[src/rtl/axi_pkg.sv]
// Shared types and constants for the AXI burst master.
// Contents:
//   state_t      - burst master FSM states
//   ST_*         - completion status codes reported on 'status'
//   RESP_ERR     - responder error code on BRESP/RRESP
//   BURST_*      - burst type encodings (1-bit write channel form)
//   resp_status  - maps an error flag onto a completion status code
package axi_pkg;

  typedef enum logic [2:0] {
    IDLE,
    AW,
    WD,
    WB,
    AR,
    RD,
    FIN
  } state_t;

  localparam logic [1:0] ST_OK      = 2'b00;
  localparam logic [1:0] ST_SLVERR  = 2'b01;
  localparam logic [1:0] ST_TIMEOUT = 2'b10;

  localparam logic [1:0] RESP_ERR = 2'b10;

  localparam logic BURST_FIXED = 1'b0;
  localparam logic BURST_INCR  = 1'b1;

  function automatic logic [1:0] resp_status(input logic err);
    return err ? ST_SLVERR : ST_OK;
  endfunction

endpackage

[src/rtl/axi_burst_master_if.sv]
// AXI channel bundle used between the burst master and a responder.
// Channels: AW (address/burst/len), W (data/last), B (resp),
//           AR (address/burst/len), R (data/resp/last).
// Modports: master (initiator side), slave (responder side).
interface axi_burst_master_if #(
  parameter int ADDR_WIDTH = 16,
  parameter int DATA_WIDTH = 32
);

  logic                  AWVALID;
  logic                  AWREADY;
  logic [ADDR_WIDTH-1:0] AWADDR;
  logic                  AWBURST;
  logic [7:0]            AWLEN;

  logic                  WVALID;
  logic                  WREADY;
  logic [DATA_WIDTH-1:0] WDATA;
  logic                  WLAST;

  logic                  BVALID;
  logic                  BREADY;
  logic [1:0]            BRESP;

  logic                  ARVALID;
  logic                  ARREADY;
  logic [ADDR_WIDTH-1:0] ARADDR;
  logic [1:0]            ARBURST;
  logic [7:0]            ARLEN;

  logic                  RVALID;
  logic                  RREADY;
  logic [DATA_WIDTH-1:0] RDATA;
  logic [1:0]            RRESP;
  logic                  RLAST;

  modport master (
    output AWVALID, AWADDR, AWBURST, AWLEN,
    input  AWREADY,
    output WVALID, WDATA, WLAST,
    input  WREADY,
    input  BVALID, BRESP,
    output BREADY,
    output ARVALID, ARADDR, ARBURST, ARLEN,
    input  ARREADY,
    input  RVALID, RDATA, RRESP, RLAST,
    output RREADY
  );

  modport slave (
    input  AWVALID, AWADDR, AWBURST, AWLEN,
    output AWREADY,
    input  WVALID, WDATA, WLAST,
    output WREADY,
    output BVALID, BRESP,
    input  BREADY,
    input  ARVALID, ARADDR, ARBURST, ARLEN,
    output ARREADY,
    output RVALID, RDATA, RRESP, RLAST,
    input  RREADY
  );

endinterface

[src/rtl/axi_watchdog.sv]
// Stall watchdog for the burst master.
// Ports:
//   clk    in  clock
//   rst_n  in  synchronous active-low reset
//   clear  in  hold counter at zero (master idle or finishing)
//   kick   in  channel progress this cycle, restarts the count
//   expire out asserted in the TIMEOUT_CYC-th consecutive stalled cycle
module axi_watchdog #(
  parameter int TIMEOUT_CYC = 1024
) (
  input  logic clk,
  input  logic rst_n,
  input  logic clear,
  input  logic kick,
  output logic expire
);

  localparam int            CW   = $clog2(TIMEOUT_CYC);
  localparam logic [CW-1:0] LAST = CW'(TIMEOUT_CYC - 1);

  logic [CW-1:0] count_reg;

  // Saturates at LAST so a stalled counter can never wrap back to zero.
  always_ff @(posedge clk) begin
    if (!rst_n || clear || kick) begin
      count_reg <= '0;
    end else if (count_reg != LAST) begin
      count_reg <= count_reg + 1'b1;
    end
  end

  // The cycle with count LAST is the TIMEOUT_CYC-th stalled cycle in a state;
  // the abort transition taken at its end makes the stall exactly TIMEOUT_CYC long.
  assign expire = !clear && !kick && (count_reg == LAST);

endmodule

[src/rtl/axi_burst_master.sv]
// Single-burst AXI initiator: one user command becomes one write or read burst.
// Ports:
//   ACLK, ARESETn                  clock, synchronous active-low reset
//   cmd_valid/cmd_ready            command handshake (ready only in IDLE)
//   cmd_write/addr/len/incr        command fields, registered on accept
//   usr_wvalid/wready/wdata        user write stream (passed through in WD)
//   usr_rvalid/rready/rdata/rlast  user read stream (passed through in RD)
//   done, status                   one-cycle completion pulse, held status code
//   axi                            AXI channel bundle, master side
module axi_burst_master
  import axi_pkg::*;
#(
  parameter int ADDR_WIDTH  = 16,
  parameter int DATA_WIDTH  = 32,
  parameter int TIMEOUT_CYC = 1024
) (
  input  logic                  ACLK,
  input  logic                  ARESETn,
  input  logic                  cmd_valid,
  output logic                  cmd_ready,
  input  logic                  cmd_write,
  input  logic [ADDR_WIDTH-1:0] cmd_addr,
  input  logic [7:0]            cmd_len,
  input  logic                  cmd_incr,
  input  logic                  usr_wvalid,
  output logic                  usr_wready,
  input  logic [DATA_WIDTH-1:0] usr_wdata,
  output logic                  usr_rvalid,
  input  logic                  usr_rready,
  output logic [DATA_WIDTH-1:0] usr_rdata,
  output logic                  usr_rlast,
  output logic                  done,
  output logic [1:0]            status,
  axi_burst_master_if.master    axi
);

  state_t                state_reg;
  logic                  cmd_ready_reg;
  logic                  aw_valid_reg;
  logic                  ar_valid_reg;
  logic                  b_ready_reg;
  logic                  done_reg;
  logic [1:0]            status_reg;
  logic [ADDR_WIDTH-1:0] addr_reg;
  logic [7:0]            len_reg;
  logic                  incr_reg;
  logic [7:0]            beat_cnt_reg;
  logic                  err_reg;

  logic in_wd;
  logic in_rd;
  logic wlast;
  logic aw_hs;
  logic w_hs;
  logic b_hs;
  logic ar_hs;
  logic r_hs;
  logic wd_clear;
  logic wd_kick;
  logic wd_expire;
  logic r_err;

  assign in_wd = (state_reg == WD);
  assign in_rd = (state_reg == RD);

  // Data phases are combinational pass-throughs gated by state, so the
  // user stream and the AXI channel see each other's flow control directly.
  assign wlast       = in_wd && (beat_cnt_reg == len_reg);
  assign axi.WVALID  = in_wd && usr_wvalid;
  assign axi.WDATA   = usr_wdata;
  assign axi.WLAST   = wlast;
  assign usr_wready  = in_wd && axi.WREADY;

  assign axi.RREADY  = in_rd && usr_rready;
  assign usr_rvalid  = in_rd && axi.RVALID;
  assign usr_rdata   = axi.RDATA;
  assign usr_rlast   = in_rd && axi.RLAST;

  assign axi.AWVALID = aw_valid_reg;
  assign axi.AWADDR  = addr_reg;
  assign axi.AWBURST = incr_reg ? BURST_INCR : BURST_FIXED;
  assign axi.AWLEN   = len_reg;
  assign axi.BREADY  = b_ready_reg;
  assign axi.ARVALID = ar_valid_reg;
  assign axi.ARADDR  = addr_reg;
  assign axi.ARBURST = {1'b0, incr_reg ? BURST_INCR : BURST_FIXED};
  assign axi.ARLEN   = len_reg;

  assign cmd_ready = cmd_ready_reg;
  assign done      = done_reg;
  assign status    = status_reg;

  assign aw_hs = aw_valid_reg && axi.AWREADY;
  assign w_hs  = axi.WVALID && axi.WREADY;
  assign b_hs  = axi.BVALID && b_ready_reg;
  assign ar_hs = ar_valid_reg && axi.ARREADY;
  assign r_hs  = axi.RVALID && axi.RREADY;
  assign r_err = (axi.RRESP == RESP_ERR);

  // Every transition between active states is caused by a handshake, which
  // already restarts the count; holding it clear in IDLE/FIN covers entry.
  assign wd_clear = (state_reg == IDLE) || (state_reg == FIN);
  assign wd_kick  = aw_hs || w_hs || b_hs || ar_hs || r_hs;

  axi_watchdog #(
    .TIMEOUT_CYC(TIMEOUT_CYC)
  ) u_watchdog (
    .clk   (ACLK),
    .rst_n (ARESETn),
    .clear (wd_clear),
    .kick  (wd_kick),
    .expire(wd_expire)
  );

  always_ff @(posedge ACLK) begin
    if (!ARESETn) begin
      state_reg     <= IDLE;
      cmd_ready_reg <= 1'b0;
      aw_valid_reg  <= 1'b0;
      ar_valid_reg  <= 1'b0;
      b_ready_reg   <= 1'b0;
      done_reg      <= 1'b0;
      status_reg    <= ST_OK;
      addr_reg      <= '0;
      len_reg       <= '0;
      incr_reg      <= 1'b0;
      beat_cnt_reg  <= '0;
      err_reg       <= 1'b0;
    end else begin
      done_reg <= 1'b0;
      unique case (state_reg)
        IDLE: begin
          cmd_ready_reg <= 1'b1;
          if (cmd_valid && cmd_ready_reg) begin
            cmd_ready_reg <= 1'b0;
            addr_reg      <= cmd_addr;
            len_reg       <= cmd_len;
            incr_reg      <= cmd_incr;
            beat_cnt_reg  <= '0;
            err_reg       <= 1'b0;
            if (cmd_write) begin
              state_reg    <= AW;
              aw_valid_reg <= 1'b1;
            end else begin
              state_reg    <= AR;
              ar_valid_reg <= 1'b1;
            end
          end
        end

        AW: begin
          if (aw_hs) begin
            aw_valid_reg <= 1'b0;
            state_reg    <= WD;
          end else if (wd_expire) begin
            aw_valid_reg <= 1'b0;
            status_reg   <= ST_TIMEOUT;
            done_reg     <= 1'b1;
            state_reg    <= FIN;
          end
        end

        WD: begin
          if (w_hs) begin
            beat_cnt_reg <= beat_cnt_reg + 8'd1;
            if (wlast) begin
              b_ready_reg <= 1'b1;
              state_reg   <= WB;
            end
          end else if (wd_expire) begin
            status_reg <= ST_TIMEOUT;
            done_reg   <= 1'b1;
            state_reg  <= FIN;
          end
        end

        WB: begin
          if (b_hs) begin
            b_ready_reg <= 1'b0;
            status_reg  <= resp_status(axi.BRESP == RESP_ERR);
            done_reg    <= 1'b1;
            state_reg   <= FIN;
          end else if (wd_expire) begin
            b_ready_reg <= 1'b0;
            status_reg  <= ST_TIMEOUT;
            done_reg    <= 1'b1;
            state_reg   <= FIN;
          end
        end

        AR: begin
          if (ar_hs) begin
            ar_valid_reg <= 1'b0;
            state_reg    <= RD;
          end else if (wd_expire) begin
            ar_valid_reg <= 1'b0;
            status_reg   <= ST_TIMEOUT;
            done_reg     <= 1'b1;
            state_reg    <= FIN;
          end
        end

        RD: begin
          // Termination follows RLAST alone; the beat count is informational.
          if (r_hs) begin
            beat_cnt_reg <= beat_cnt_reg + 8'd1;
            if (r_err) begin
              err_reg <= 1'b1;
            end
            if (axi.RLAST) begin
              status_reg <= resp_status(err_reg || r_err);
              done_reg   <= 1'b1;
              state_reg  <= FIN;
            end
          end else if (wd_expire) begin
            status_reg <= ST_TIMEOUT;
            done_reg   <= 1'b1;
            state_reg  <= FIN;
          end
        end

        FIN: begin
          cmd_ready_reg <= 1'b1;
          state_reg     <= IDLE;
        end

        default: begin
          state_reg <= IDLE;
        end
      endcase
    end
  end

endmodule

[src/flat_wrapper.sv]
// flat-port wrapper written by rule: the top's interface ports become plain ports
module axi_burst_master_flat import axi_pkg::*;
#(
  parameter int ADDR_WIDTH  = 16,
  parameter int DATA_WIDTH  = 32,
  parameter int TIMEOUT_CYC = 1024
)
  (ACLK, ARESETn, cmd_valid, cmd_ready, cmd_write, cmd_addr, cmd_len, cmd_incr, usr_wvalid, usr_wready, usr_wdata, usr_rvalid, usr_rready, usr_rdata, usr_rlast, done, status, axi_AWVALID, axi_AWADDR, axi_AWBURST, axi_AWLEN, axi_AWREADY, axi_WVALID, axi_WDATA, axi_WLAST, axi_WREADY, axi_BVALID, axi_BRESP, axi_BREADY, axi_ARVALID, axi_ARADDR, axi_ARBURST, axi_ARLEN, axi_ARREADY, axi_RVALID, axi_RDATA, axi_RRESP, axi_RLAST, axi_RREADY);
  axi_burst_master_if #(.ADDR_WIDTH(ADDR_WIDTH), .DATA_WIDTH(DATA_WIDTH)) axi_i ();
  input  logic ACLK;
  input  logic ARESETn;
  input  logic cmd_valid;
  output logic cmd_ready;
  input  logic cmd_write;
  input  logic [ADDR_WIDTH-1:0] cmd_addr;
  input  logic [7:0] cmd_len;
  input  logic cmd_incr;
  input  logic usr_wvalid;
  output logic usr_wready;
  input  logic [DATA_WIDTH-1:0] usr_wdata;
  output logic usr_rvalid;
  input  logic usr_rready;
  output logic [DATA_WIDTH-1:0] usr_rdata;
  output logic usr_rlast;
  output logic done;
  output logic [1:0] status;
  output wire logic [$bits(axi_i.AWVALID)-1:0] axi_AWVALID;
  output wire logic [$bits(axi_i.AWADDR)-1:0] axi_AWADDR;
  output wire logic [$bits(axi_i.AWBURST)-1:0] axi_AWBURST;
  output wire logic [$bits(axi_i.AWLEN)-1:0] axi_AWLEN;
  input wire logic [$bits(axi_i.AWREADY)-1:0] axi_AWREADY;
  output wire logic [$bits(axi_i.WVALID)-1:0] axi_WVALID;
  output wire logic [$bits(axi_i.WDATA)-1:0] axi_WDATA;
  output wire logic [$bits(axi_i.WLAST)-1:0] axi_WLAST;
  input wire logic [$bits(axi_i.WREADY)-1:0] axi_WREADY;
  input wire logic [$bits(axi_i.BVALID)-1:0] axi_BVALID;
  input wire logic [$bits(axi_i.BRESP)-1:0] axi_BRESP;
  output wire logic [$bits(axi_i.BREADY)-1:0] axi_BREADY;
  output wire logic [$bits(axi_i.ARVALID)-1:0] axi_ARVALID;
  output wire logic [$bits(axi_i.ARADDR)-1:0] axi_ARADDR;
  output wire logic [$bits(axi_i.ARBURST)-1:0] axi_ARBURST;
  output wire logic [$bits(axi_i.ARLEN)-1:0] axi_ARLEN;
  input wire logic [$bits(axi_i.ARREADY)-1:0] axi_ARREADY;
  input wire logic [$bits(axi_i.RVALID)-1:0] axi_RVALID;
  input wire logic [$bits(axi_i.RDATA)-1:0] axi_RDATA;
  input wire logic [$bits(axi_i.RRESP)-1:0] axi_RRESP;
  input wire logic [$bits(axi_i.RLAST)-1:0] axi_RLAST;
  output wire logic [$bits(axi_i.RREADY)-1:0] axi_RREADY;
  assign axi_AWVALID = axi_i.AWVALID;
  assign axi_AWADDR = axi_i.AWADDR;
  assign axi_AWBURST = axi_i.AWBURST;
  assign axi_AWLEN = axi_i.AWLEN;
  assign axi_i.AWREADY = axi_AWREADY;
  assign axi_WVALID = axi_i.WVALID;
  assign axi_WDATA = axi_i.WDATA;
  assign axi_WLAST = axi_i.WLAST;
  assign axi_i.WREADY = axi_WREADY;
  assign axi_i.BVALID = axi_BVALID;
  assign axi_i.BRESP = axi_BRESP;
  assign axi_BREADY = axi_i.BREADY;
  assign axi_ARVALID = axi_i.ARVALID;
  assign axi_ARADDR = axi_i.ARADDR;
  assign axi_ARBURST = axi_i.ARBURST;
  assign axi_ARLEN = axi_i.ARLEN;
  assign axi_i.ARREADY = axi_ARREADY;
  assign axi_i.RVALID = axi_RVALID;
  assign axi_i.RDATA = axi_RDATA;
  assign axi_i.RRESP = axi_RRESP;
  assign axi_i.RLAST = axi_RLAST;
  assign axi_RREADY = axi_i.RREADY;
  axi_burst_master #(.ADDR_WIDTH(ADDR_WIDTH), .DATA_WIDTH(DATA_WIDTH), .TIMEOUT_CYC(TIMEOUT_CYC)) u_core (.ACLK(ACLK), .ARESETn(ARESETn), .cmd_valid(cmd_valid), .cmd_ready(cmd_ready), .cmd_write(cmd_write), .cmd_addr(cmd_addr), .cmd_len(cmd_len), .cmd_incr(cmd_incr), .usr_wvalid(usr_wvalid), .usr_wready(usr_wready), .usr_wdata(usr_wdata), .usr_rvalid(usr_rvalid), .usr_rready(usr_rready), .usr_rdata(usr_rdata), .usr_rlast(usr_rlast), .done(done), .status(status), .axi(axi_i));
endmodule
[config.mk]
export PLATFORM = sky130hd
export DESIGN_NAME = axi_burst_master_flat
export DESIGN_NICKNAME = d
export VERILOG_FILES = /design/src/rtl/axi_pkg.sv /design/src/rtl/axi_burst_master_if.sv /design/src/rtl/axi_watchdog.sv /design/src/rtl/axi_burst_master.sv /design/src/flat_wrapper.sv
export SDC_FILE = /design/constraint.sdc
export NUM_CORES = 1
export LEC_CHECK = 0
export ABC_AREA = 1
export CORE_MARGIN = 5
export CORE_UTILIZATION = 37
export DETAILED_ROUTE_END_ITERATION = 10
export MAX_ROUTING_LAYER = met4
export PLACE_DENSITY = 0.88
export SLEW_MARGIN = 30
export SYNTH_ARGS = -nofsm -noshare
export SYNTH_HDL_FRONTEND = slang
export SYNTH_HIERARCHICAL = 1
export SYNTH_SLANG_ARGS = --single-unit
export TNS_END_PERCENT = 30
[constraint.sdc]
create_clock -name ACLK -period 3.1 [get_ports ACLK]
set_clock_uncertainty 0.15 [all_clocks]
set_input_delay 0.31 -clock ACLK [delete_from_list [all_inputs] [get_ports ACLK]]
set_output_delay 0.31 -clock ACLK [all_outputs]
set_load 0.005 [all_outputs]
* After elaboration in Yosys (flattened, before gate mapping)
Index checks and enable logic that the tools add are counted.
Operators by class: $add $sub $neg 2, muxes and demuxes 53, $mul 0, equal/unequal tests 26, reduce and logical (&&, ||, !) cells 41, magnitude comparators 0, div/mod/pow operators 0, shifts and indexed selects 0, bitwise gates (word level) 0
Operators by type and width (count):
- $mux W3 | 10
- $mux W1 | 24
- $mux W8 | 3
- $pmux W8 S3 | 1
- $ne A2 B2 Y1 const B | 10
- $reduce_and A4 Y1 | 5
- $pmux W3 S6 | 1
- $logic_and A1 B1 Y1 | 14
- $mux W2 | 7
- $add A10 B1 Y10 const B | 1
- $eq A10 B10 Y1 const B | 1
- $ne A10 B10 Y1 const B | 1
- $pmux W1 S2 | 5
- $pmux W2 S5 | 1
- $reduce_bool A2 Y1 | 5
- $eq A3 B3 Y1 const B | 3
- $ne A3 B2 Y1 const B | 3
- $add A8 B1 Y8 const B | 1
- $eq A8 B8 Y1 | 1
- $logic_or A1 B1 Y1 | 8
- $eq A3 B2 Y1 const B | 2
- $ne A3 B3 Y1 const B | 2
- $pmux W1 S5 | 1
- $reduce_and A5 Y1 | 1
- other kinds (8) | 11
Storage, ports and cells: input bits 105, memories kept 0, memory bits (writable) 0, register bits 54, bits in read-only memories 0, bits in latches 0

* Longest topological paths before layout
Gate-level depths: netlist of the first run.
depth after elaboration 13, gate-level depth with buffers 15, depth with buffers taken out 13

* Hierarchy
The synthesis of the first run kept the hierarchy.
By module, submodules not included:
- axi_burst_master | cells an instance 457, area each 3109.2 µm², times used 1
- axi_watchdog | cells an instance 75, area each 523.0 µm², times used 1

* Least setup slack after synthesis of the first run
OpenSTA, ideal clock, no wires.
kind flip-flop to flip-flop, start reg u_core.u_watchdog.count_reg[0], end reg u_core.state_reg[0], arrival 1.897 ns, period minus slack after synthesis 2.179 ns, cell stages (with the launch flop) 15, required time 2.818 ns, slack 0.921 ns, cell sequence dfxtp_1 ha_1 nand2_2 nor2_4 nand3b_2 buf_6 nor3_1 clkbuf_1 inv_1 nand2_1 o21ai_0 nor2_1 nand3_1 nand3_1 a21oi_1
On the way: cells in the longest elaborated chain, start to end 5
Ends and longest elaborated chain:
- from (decl) | line axi_watchdog.sv:21 | logic [CW-1:0] count_reg;
- from (signal assigned) | line axi_watchdog.sv:28 | count_reg <= count_reg + 1'b1;
- $eq A10 B10 Y1 (*) | line axi_watchdog.sv:34 | assign expire = !clear && !kick && (count_reg == LAST);
- $logic_and A1 B1 Y1 (*) | line axi_watchdog.sv:34
- named net u_core.wd_expire | line axi_burst_master.sv:60 | logic wd_expire;
- $mux W3 (*)
- $mux W3 (on tied branches)
- $pmux W3 S6 (*)
- to (signal assigned) | line axi_burst_master.sv:117 | state_reg <= IDLE;
- to (signal assigned) | line axi_burst_master.sv:142 | state_reg <= AW;
- to (signal assigned) | line axi_burst_master.sv:145 | state_reg <= AR;
- to (decl) | line axi_burst_master.sv:37 | state_t state_reg;
The timed path passes the listed nets; every way through them passes the cells marked *. A chain may end at the register's enable or synchronous reset.

* Final worst setup path of the first run
start reg u_core.state_reg[2], end reg u_core.state_reg[0]
On the way: cells in the longest elaborated chain, start to end 13
Ends and longest elaborated chain:
- $eq A3 B2 Y1 | line axi_burst_master.sv:63 | assign in_wd = (state_reg == WD);
- $logic_and A1 B1 Y1 | line axi_burst_master.sv:69 | assign axi.WVALID = in_wd && usr_wvalid;
- $logic_and A1 B1 Y1 | line axi_burst_master.sv:94 | assign w_hs = axi.WVALID && axi.WREADY;
- $logic_or A1 B1 Y1 (3 in series) | line axi_burst_master.sv:103 | assign wd_kick = aw_hs || w_hs || b_hs || ar_hs || r_hs;
- $logic_or A1 B1 Y1 (*) | line axi_burst_master.sv:103
- named net u_core.wd_kick | line axi_burst_master.sv:59 | logic wd_kick;
- $logic_not A1 Y1 (*) | line axi_watchdog.sv:34
- $logic_and A1 B1 Y1 (*) (2 in series) | line axi_watchdog.sv:34
- named net u_core.wd_expire | line axi_burst_master.sv:60
- $mux W3 (*)
- $mux W3 (on tied branches)
- $pmux W3 S6 (*) | line axi_burst_master.sv:131 | unique case (state_reg)
Marks and branches as above.

==> results of run 1 <==
Yosys cell counts, types with 6 or more instances:
master    instances
nand3_1          44
a21oi_1          46
dfxtp_1          54
nor2_4            6
nand2_1         127
clkbuf_1          7
buf_4            91
o21ai_0          11
inv_1            44
nor2_1           37
power by group through the flow:
stage | Combinational (W) | Sequential (W) | Clock (W)
finish | 0.000434 | 0.000768 | 0.000407
global route | 0.000480 | 0.000775 | 0.000455
CTS | 0.000438 | 0.000769 | 0.000426
detailed placement | 0.000437 | 0.000784 | 0
global placement | 0.000433 | 0.000784 | 0
floorplan | 0.000323 | 0.000777 | 0
worst register-to-register path, stage by stage (launching register included):
cell and delay, ps:
dfxtp_1 580, inv_4 90, nand2_1 100, nor2_1 70
nand3_1 170, nand3_1 130, nor3_1 270, buf_4 200
a21oi_1 70, nand2_1 110, nand2_1 60, nor2_1 100
nand3_1 70, nand3_1 80, a21oi_1 60
logic make-up (layout without fill, tap and decap cells):
family                     after synthesis  in the layout
AOI/OAI and AO/OA                       76             76
xor gates and xnor gates                 7              7
adders and majority gates                2              2
buffers and inverters                  155            166
DFF                                     54             54
other                                    1              1
and+or+nand+nor                        237            237
area by class of cell:
cell class / count / area (sq um)
clock buffers: 5 / 68.8
clock inverters: 2 / 13.8
fillers: 988 / 5480
inverters: 51 / 199
multi-input cells: 323 / 1610
flip-flops and latches: 54 / 1080
well taps: 133 / 166
repair buffers: 108 / 1070
worst paths after layout:
kind | start | slack [ps] | cells after the start | end
max | u_core/state_reg[2] | 670 | 14 | u_core/state_reg[0]
min | u_core/err_reg | 320 | 2 | u_core/err_reg
max reg2reg | u_core/state_reg[2] | 670 | 14 | u_core/state_reg[0]
min reg2reg | u_core/err_reg | 320 | 2 | u_core/err_reg
per-stage QoR:
step	hold WS, ps	utilization [%]	cells	instance area, sq um
4_1_cts	318	43.4	676	4200
2_1_floorplan	281	-	532	3630
5_1_grt	356	43.4	676	4200
3_5_place_dp	298	42.6	669	4120
6_report	317	43.4	676	4200
3_3_place_gp	295	42.6	669	4120
metal layers:
layer / track usage [%] / wire length, microns
met5: - / 0
met1: 18.8 / 3890
met4: 6.31 / 263
met2: 25.0 / 4290
met3: 4.44 / 714
==> impl_metrics.yaml, run 1 <==
clocking:
  cts_setup_buffers: 0
  clkLatencyLatePin_ps: 320
  htreeDepth: 2
  ctsRootBufferMaster: "clkbuf_8"
  cts_resized: 0
  cts_tree: "built"
  path_clk_slew_ps: 110
  cts.sinks: 54
  ctsLongestPathBuffers: 2
  cts_buffers: 5
  postCtsHoldBufs: 0
timing:
  rsz0062_at_grt: "false"
  fin_ws_ps: 669
  fmax_mhz: 411
  hold_viol: 0
  min_period_over_period_pct: 78.4
  final-max-slew-violation-count: 0
  setup_viol: 0
  fin_tns_setup_ps: 0
  period_minus_slack_ps: 2430
logic_synthesis:
  synth_xor_area_share_pct: 1.69
  ys.flop_type: "dfxtp_1"
  syn_avg_cell_area_sq_um: 6.83
  yosysTopAreaCell: "dfxtp_1"
  yosys.cell_types.count: 39
  synth-simple-area-share_pct: 30.2
  yosys-top-cells-area: "dfxtp_1 (30%), buf_4 (19%), nand2_1 (13%)"
  yosysTopAreaCellShare_pct: 29.8
  synthAdderAreaFrac_pct: 0.689
  synth_edf_count: 0
  ys_ff_latch: 54
  synth_seq_area_share_pct: 29.8
  synth_area_sq_um: 3630
  syn-num-nets: 639
  synth_compound_area_share_pct: 11.5
  ys.warnings.count: 6
  synth_cells: 532
  async_flop_share_pct: 0
  synthMuxAreaShare_pct: 0
  synth_top_family_by_area: "simple AND/OR/NAND/NOR gates"
power_and_ir_drop:
  powerDensity_nw_per_um2: 383
  pwr-share-comb_pct: 27.0
  p_leak_nw: 1.74
  ir_worst_vdd_mv: 0.172
  clock_power_share_pct: 25.3
  finalPower_w: 0.00161
  seqPwrFrac_pct: 47.7
  p_sw_w: 0.000505
  p_int_w: 0.00110
  p_sw_share_pct: 31.4
min_path:
  hold_class: "flip-flop to flip-flop"
worst_setup_path:
  path_cells: "inv_4 -> nand2_1 -> nor2_1 -> nand3_1 -> nand3_1 -> nor3_1 -> buf_4 -> a21oi_1 -> nand2_1 -> nand2_1 -> nor2_1 -> nand3_1 -> nand3_1 -> a21oi_1"
  critPathMaxFanout: 8
  critPathBufInv: 2
  crit_path_max_incr_delay_ps: 580
  cp-end-kind: "flip-flop"
  worstPathRequired_ps: 3150
  critPathLaunchType: "flip-flop"
  critical_path_class: "flip-flop to flip-flop"
  crit_top_cell: "nand3_1"
  cp_slowest_cell: "dfxtp_1"
  critPathTopFamily: "simple AND/OR/NAND/NOR gates"
  crit_arrival_ps: 2480
detailed_routing:
  first_pass_iters: 4
  wl_per_cell_microns: 13.6
  wl_mm: 9.16
  vias_per_cell: 4.69
  drt_iter0_markers: 172
  ant_nets: 0
  route.vias.total: 3173
  drc: 0
cells_and_area:
  syn_to_final_growth_pct: 15.7
  diodes: 0
  largest_register_ff_count: 16
  layout-drive-gt1-share_pct: 8.47
  nNetsFinal: 650
  final_common_cell: "nand2_1"
  final_cell_mix: "nand2_1 (127), clkdlybuf4s50_1 (103), dfxtp_1 (54), a21oi_1 (46)"
global_routing:
  first_global_vias: 2984
  overflow: 0
  grt.total_usage_pct: 15.8
  grt_max_degree: 28
  grt_antenna_before_repair: 0
  grt_pass1_wl_mm: 14.5
placed_design:
  port_buffers: 103
  routabilityCongestion: 0.915
  place_ws_ps: 671
  dp_hpwl_mm: 7.05
job:
  cap_violations: 0
floorplan:
  die_w_microns: 109
  chipHeight_microns: 109
  fp-row-count: 36
  core_sq_um: 9680
  start_util_pct: 37.5
  dieArea_sq_um: 11900
  io_pins: 233
outcome:
  status: "complete, no violations"
No activity file was read; power rests on OpenSTA's default activity.
==> inputs of run 2 (changes only) <==
- clock period: 3.1 -> 2.4 ns (I/O delays scaled with it)
==> impl_metrics.yaml, run 2 (synthesis results as in run 1) <==
outcome:
  status: "complete, no violations"
global_routing:
  grt_pass1_wl_mm: 14.8
  grt_antenna_before_repair: 0
  grt_max_degree: 26
  overflow: 0
  grt.total_usage_pct: 15.8
  first_global_vias: 3175
cells_and_area:
  final_area_sq_um: 4270
  stdcell_count: 684
  final_cell_mix: "nand2_1 (127), clkdlybuf4s50_1 (103), dfxtp_1 (53), a21oi_1 (45)"
  layout-drive-gt1-share_pct: 9.98
  nNetsFinal: 657
  n_fill_cell: 949
  syn_to_final_growth_pct: 17.6
  diodes: 0
  largest_register_ff_count: 16
  final_common_cell: "nand2_1"
floorplan:
  dieArea_sq_um: 11900
  core_sq_um: 9680
  fp-row-count: 36
  chipHeight_microns: 109
  die_w_microns: 109
  io_pins: 233
  start_util_pct: 37.5
clocking:
  cts_setup_buffers: 0
  cts.sinks: 54
  ctsRootBufferMaster: "clkbuf_8"
  cts_tree: "built"
  htreeDepth: 2
  cts_resized: 0
  ctsLongestPathBuffers: 2
  cts_buffers: 5
  path_clk_slew_ps: 100
  clkLatencyLatePin_ps: 300
  postCtsHoldBufs: 0
worst_setup_path:
  cp-end-kind: "output port"
  critical_path_class: "flip-flop to output port"
  critPathLaunchType: "flip-flop"
  crit_arrival_ps: 1800
  worstPathRequired_ps: 2010
  critPathMaxFanout: 5
  r2r_slack_ps: 280
power_and_ir_drop:
  powerDensity_nw_per_um2: 488
  p_leak_nw: 1.77
  clock_power_share_pct: 25.1
  p_int_w: 0.00146
  p_sw_share_pct: 29.8
  p_sw_w: 0.000621
  seqPwrFrac_pct: 47.7
  ir_worst_vdd_mv: 0.201
  pwr-share-comb_pct: 27.2
placed_design:
  dp_hpwl_mm: 7.26
  placed_area_sq_um: 4170
  routabilityCongestion: 0.908
  dp.cells: 676
  port_buffers: 103
detailed_routing:
  wl_per_cell_microns: 13.5
  drt_iter0_markers: 234
  drc: 0
  ant_nets: 0
  route.vias.total: 3195
  first_pass_iters: 4
  wl_mm: 9.25
  vias_per_cell: 4.67
timing:
  fmax_mhz: 456
  rsz0062_at_grt: "false"
  hold_slack_ps: 317
  min_period_over_period_pct: 91.3
  final-max-slew-violation-count: 0
  period_minus_slack_ps: 2190
  fin_tns_setup_ps: 0
  setup_viol: 0
  hold_viol: 0
min_path:
  hold_class: "flip-flop to flip-flop"
job:
  cap_violations: 0
run 2: worst paths after layout:
kind | startpoint | end | cells after the start
min | u_core/err_reg | u_core/err_reg | 2
max | u_core/beat_cnt_reg[0] | axi_WLAST | 6
max reg2reg | u_core/state_reg[1] | u_core/state_reg[0] | 13
min reg2reg | u_core/err_reg | u_core/err_reg | 2
run 2: cell type report:
| type | instances | area [sq um] | share of cell area [%] |
|---|---|---|---|
| Clock inverter | 1 | 5.00 | 0.117 |
| Sequential cell | 54 | 1080 | 25.3 |
| Clock buffer | 7 | 86.3 | 2.02 |
| Timing Repair Buffer | 115 | 1120 | 26.3 |
| Tap cell | 133 | 166 | 3.90 |
| Inverter | 51 | 199 | 4.66 |
| Multi-Input combinational cell | 323 | 1610 | 37.7 |
run 2: per-stage QoR:
step	power, W	util (%)	worst slack, ps
global placement	0.00158	43.1	185
floorplan	0.00142	-	221
finish	0.00208	44.1	208
global route	0.00222	44.1	38.3
CTS	0.00212	44.0	140
detailed placement	0.00159	43.1	108
run 2: power by group through the flow:
stage	sequential, W	clock, W	combinational, W
floorplan	0.00100	0	0.000417
global placement	0.00101	0	0.000568
detailed placement	0.00101	0	0.000571
CTS	0.000994	0.000554	0.000574
global route	0.00100	0.000589	0.000626
finish	0.000994	0.000524	0.000566
run 2: critical path: stages (launching register included):
cell and delay, ps:
dfxtp_1 440, xnor2_1 140, nand2_1 70, nor2_1 100
nand2_1 100, nor2_1 120, clkdlybuf4s50_1 510
run 2: per-layer routing:
layer,track usage (%),part of all wire [%]
met5,-,0
met3,3.08,7.8
met1,18.7,42
met2,26.5,48
met4,5.41,2.7
==> inputs of run 3 (changes only) <==
- CAP_MARGIN: unset -> 5
==> results of run 3 <==
Same layout as run 2: the final DEF is identical, and so are final timing and power.
==> patch, RTL diff (config.mk and constraints of run 2) <==
`DATA_WIDTH` is set to 32 in 3 places; all go to 36.
--- a/src/rtl/axi_burst_master_if.sv
+++ b/src/rtl/axi_burst_master_if.sv
@@ -5,5 +5,5 @@
 interface axi_burst_master_if #(
   parameter int ADDR_WIDTH = 16,
-  parameter int DATA_WIDTH = 32
+  parameter int DATA_WIDTH = 36
 );
 
--- a/src/rtl/axi_burst_master.sv
+++ b/src/rtl/axi_burst_master.sv
@@ -12,5 +12,5 @@
 #(
   parameter int ADDR_WIDTH  = 16,
-  parameter int DATA_WIDTH  = 32,
+  parameter int DATA_WIDTH  = 36,
   parameter int TIMEOUT_CYC = 1024
 ) (
--- a/src/flat_wrapper.sv
+++ b/src/flat_wrapper.sv
@@ -3,5 +3,5 @@
 #(
   parameter int ADDR_WIDTH  = 16,
-  parameter int DATA_WIDTH  = 32,
+  parameter int DATA_WIDTH  = 36,
   parameter int TIMEOUT_CYC = 1024
 )
Ports: changed (resized axi_RDATA, axi_WDATA, usr_rdata and usr_wdata); port bits go from 233 to 249. The function was not compared with the original's and may differ.
==> patch against run 2 <==
  * Die area rose by 1.5%
  * Clock power fell by 5.0%
  * Routed wire length rose by 2.7%
  * Sequential power barely moved
  * Count of clock-buffer cells in the layout fell by 1
  * Area after synthesis rose by 1.7%
  * Fmax fell by 0.71%
  * Sequential cell count did not move
  * Power fell by 0.96%
  * First-iteration DRC count fell by 32%
  * Cell area did not move
  * Setup slack got worse by 16 ps
  * Sequential share of layout area did not move
  * Largest power group unchanged
  * Highest routed layer unchanged
==> patch: results (changes against run 2) <==
[run_status]
status = finished clean

[yosys]
yosysSeqAreaShare = 0.293  ; -0.00484
synthTopCellsByArea = dfxtp_1 29%, buf_4 20%, nand2_1 13%
netlist_instances = 540  ; +1.5%
ys.flop_type = dfxtp_1
synth_common_cells = 127 x nand2_1, 99 x buf_4, 54 x dfxtp_1
synth_nets = 655  ; +2.5%

[setup_path]
worst-setup-path-type = register to register
rrSetupSlack_ps = 190  ; -90 ps
critical-path-top-delay-family = simple AND/OR/NAND/NOR gates
critical_path_arrival_ps = 2290  ; +490 ps
rr_endpoint = u_core/state_reg[2]
crit_path_max_incr_delay_ps = 490  ; -20 ps

[layout]
syn_to_final_growth_pct = 15.7
multi_input_area_share = 0.376  ; -0.000878
nNetsFinal = 667  ; +1.5%
clock_area_frac = 0.0188  ; -0.00264
final_cells = 685  ; +0.15%
buffers = 117  ; +1.7%
clkbuf_count = 6  ; -1
seq_cell_count = 54  ; unchanged
buf_share = 0.266  ; +0.00351
drive_above_1_share = 0.0996  ; -0.000181

[power_and_ir_drop]
pwr-share-seq = 0.480  ; +0.003
p_comb_uw = 574  ; +1%
swShare = 0.306  ; +0.00797
ir_drop_mv = 0.244  ; +21%
total_leakage_power_uw = 0.00177  ; -0.16%

[global_route]
met1_usage = 0.187  ; -0.000245
grt_pass1_vias = 3014  ; -5.1%
use_met2 = 0.262  ; -0.00365
grt_use_met3 = 0.0370  ; +0.00621

[sta]
max_freq_mhz = 453  ; -0.71%

[drt]
post_drt_wl_per_cell_um = 13.9  ; +2.6%
route.met2.wl_um = 4620  ; +4.2%
drtIter0Drc = 160  ; -32%
drt-met1-wl_um = 4000  ; +4.2%
vias_per_cell = 4.68  ; +0.23%

[place]
dp_hpwl_um = 7360  ; +1.4%
dp_cells = 678  ; +0.30%
gp_congestion = 0.964  ; +6.2%

## patch: changes by cell type in the layout (fill, tap and decap cells not counted), sizes merged
cell	delta
clkbuf	-1
clkinv	-1
clkinvlp	+1
buf	+2
## patch: cells by family after synthesis
logic type	share of synthesized area
AO/OA/AOI/OAI	0.114
XOR/XNOR	0.0166
adder cells (fa/ha/maj)	0.00678
buffers and inverters	0.272
flip-flops	0.293
other	0.00102
AND/OR/NAND/NOR	0.297
## patch: worst min path at each step
stage                               from                   to  slack [ps]  depth (start not counted)
final                     u_core/err_reg       u_core/err_reg         330                          2
after CTS                   usr_wdata[0]         axi_WDATA[0]         330                          0
after global routing       usr_wdata[10]        axi_WDATA[10]         330                          0
after floorplan                  ARESETn  u_core/axi.ARLEN[1]         230                          2
after detailed placement  u_core/err_reg       u_core/err_reg         320                          2
after global placement    u_core/err_reg       u_core/err_reg         300                          2
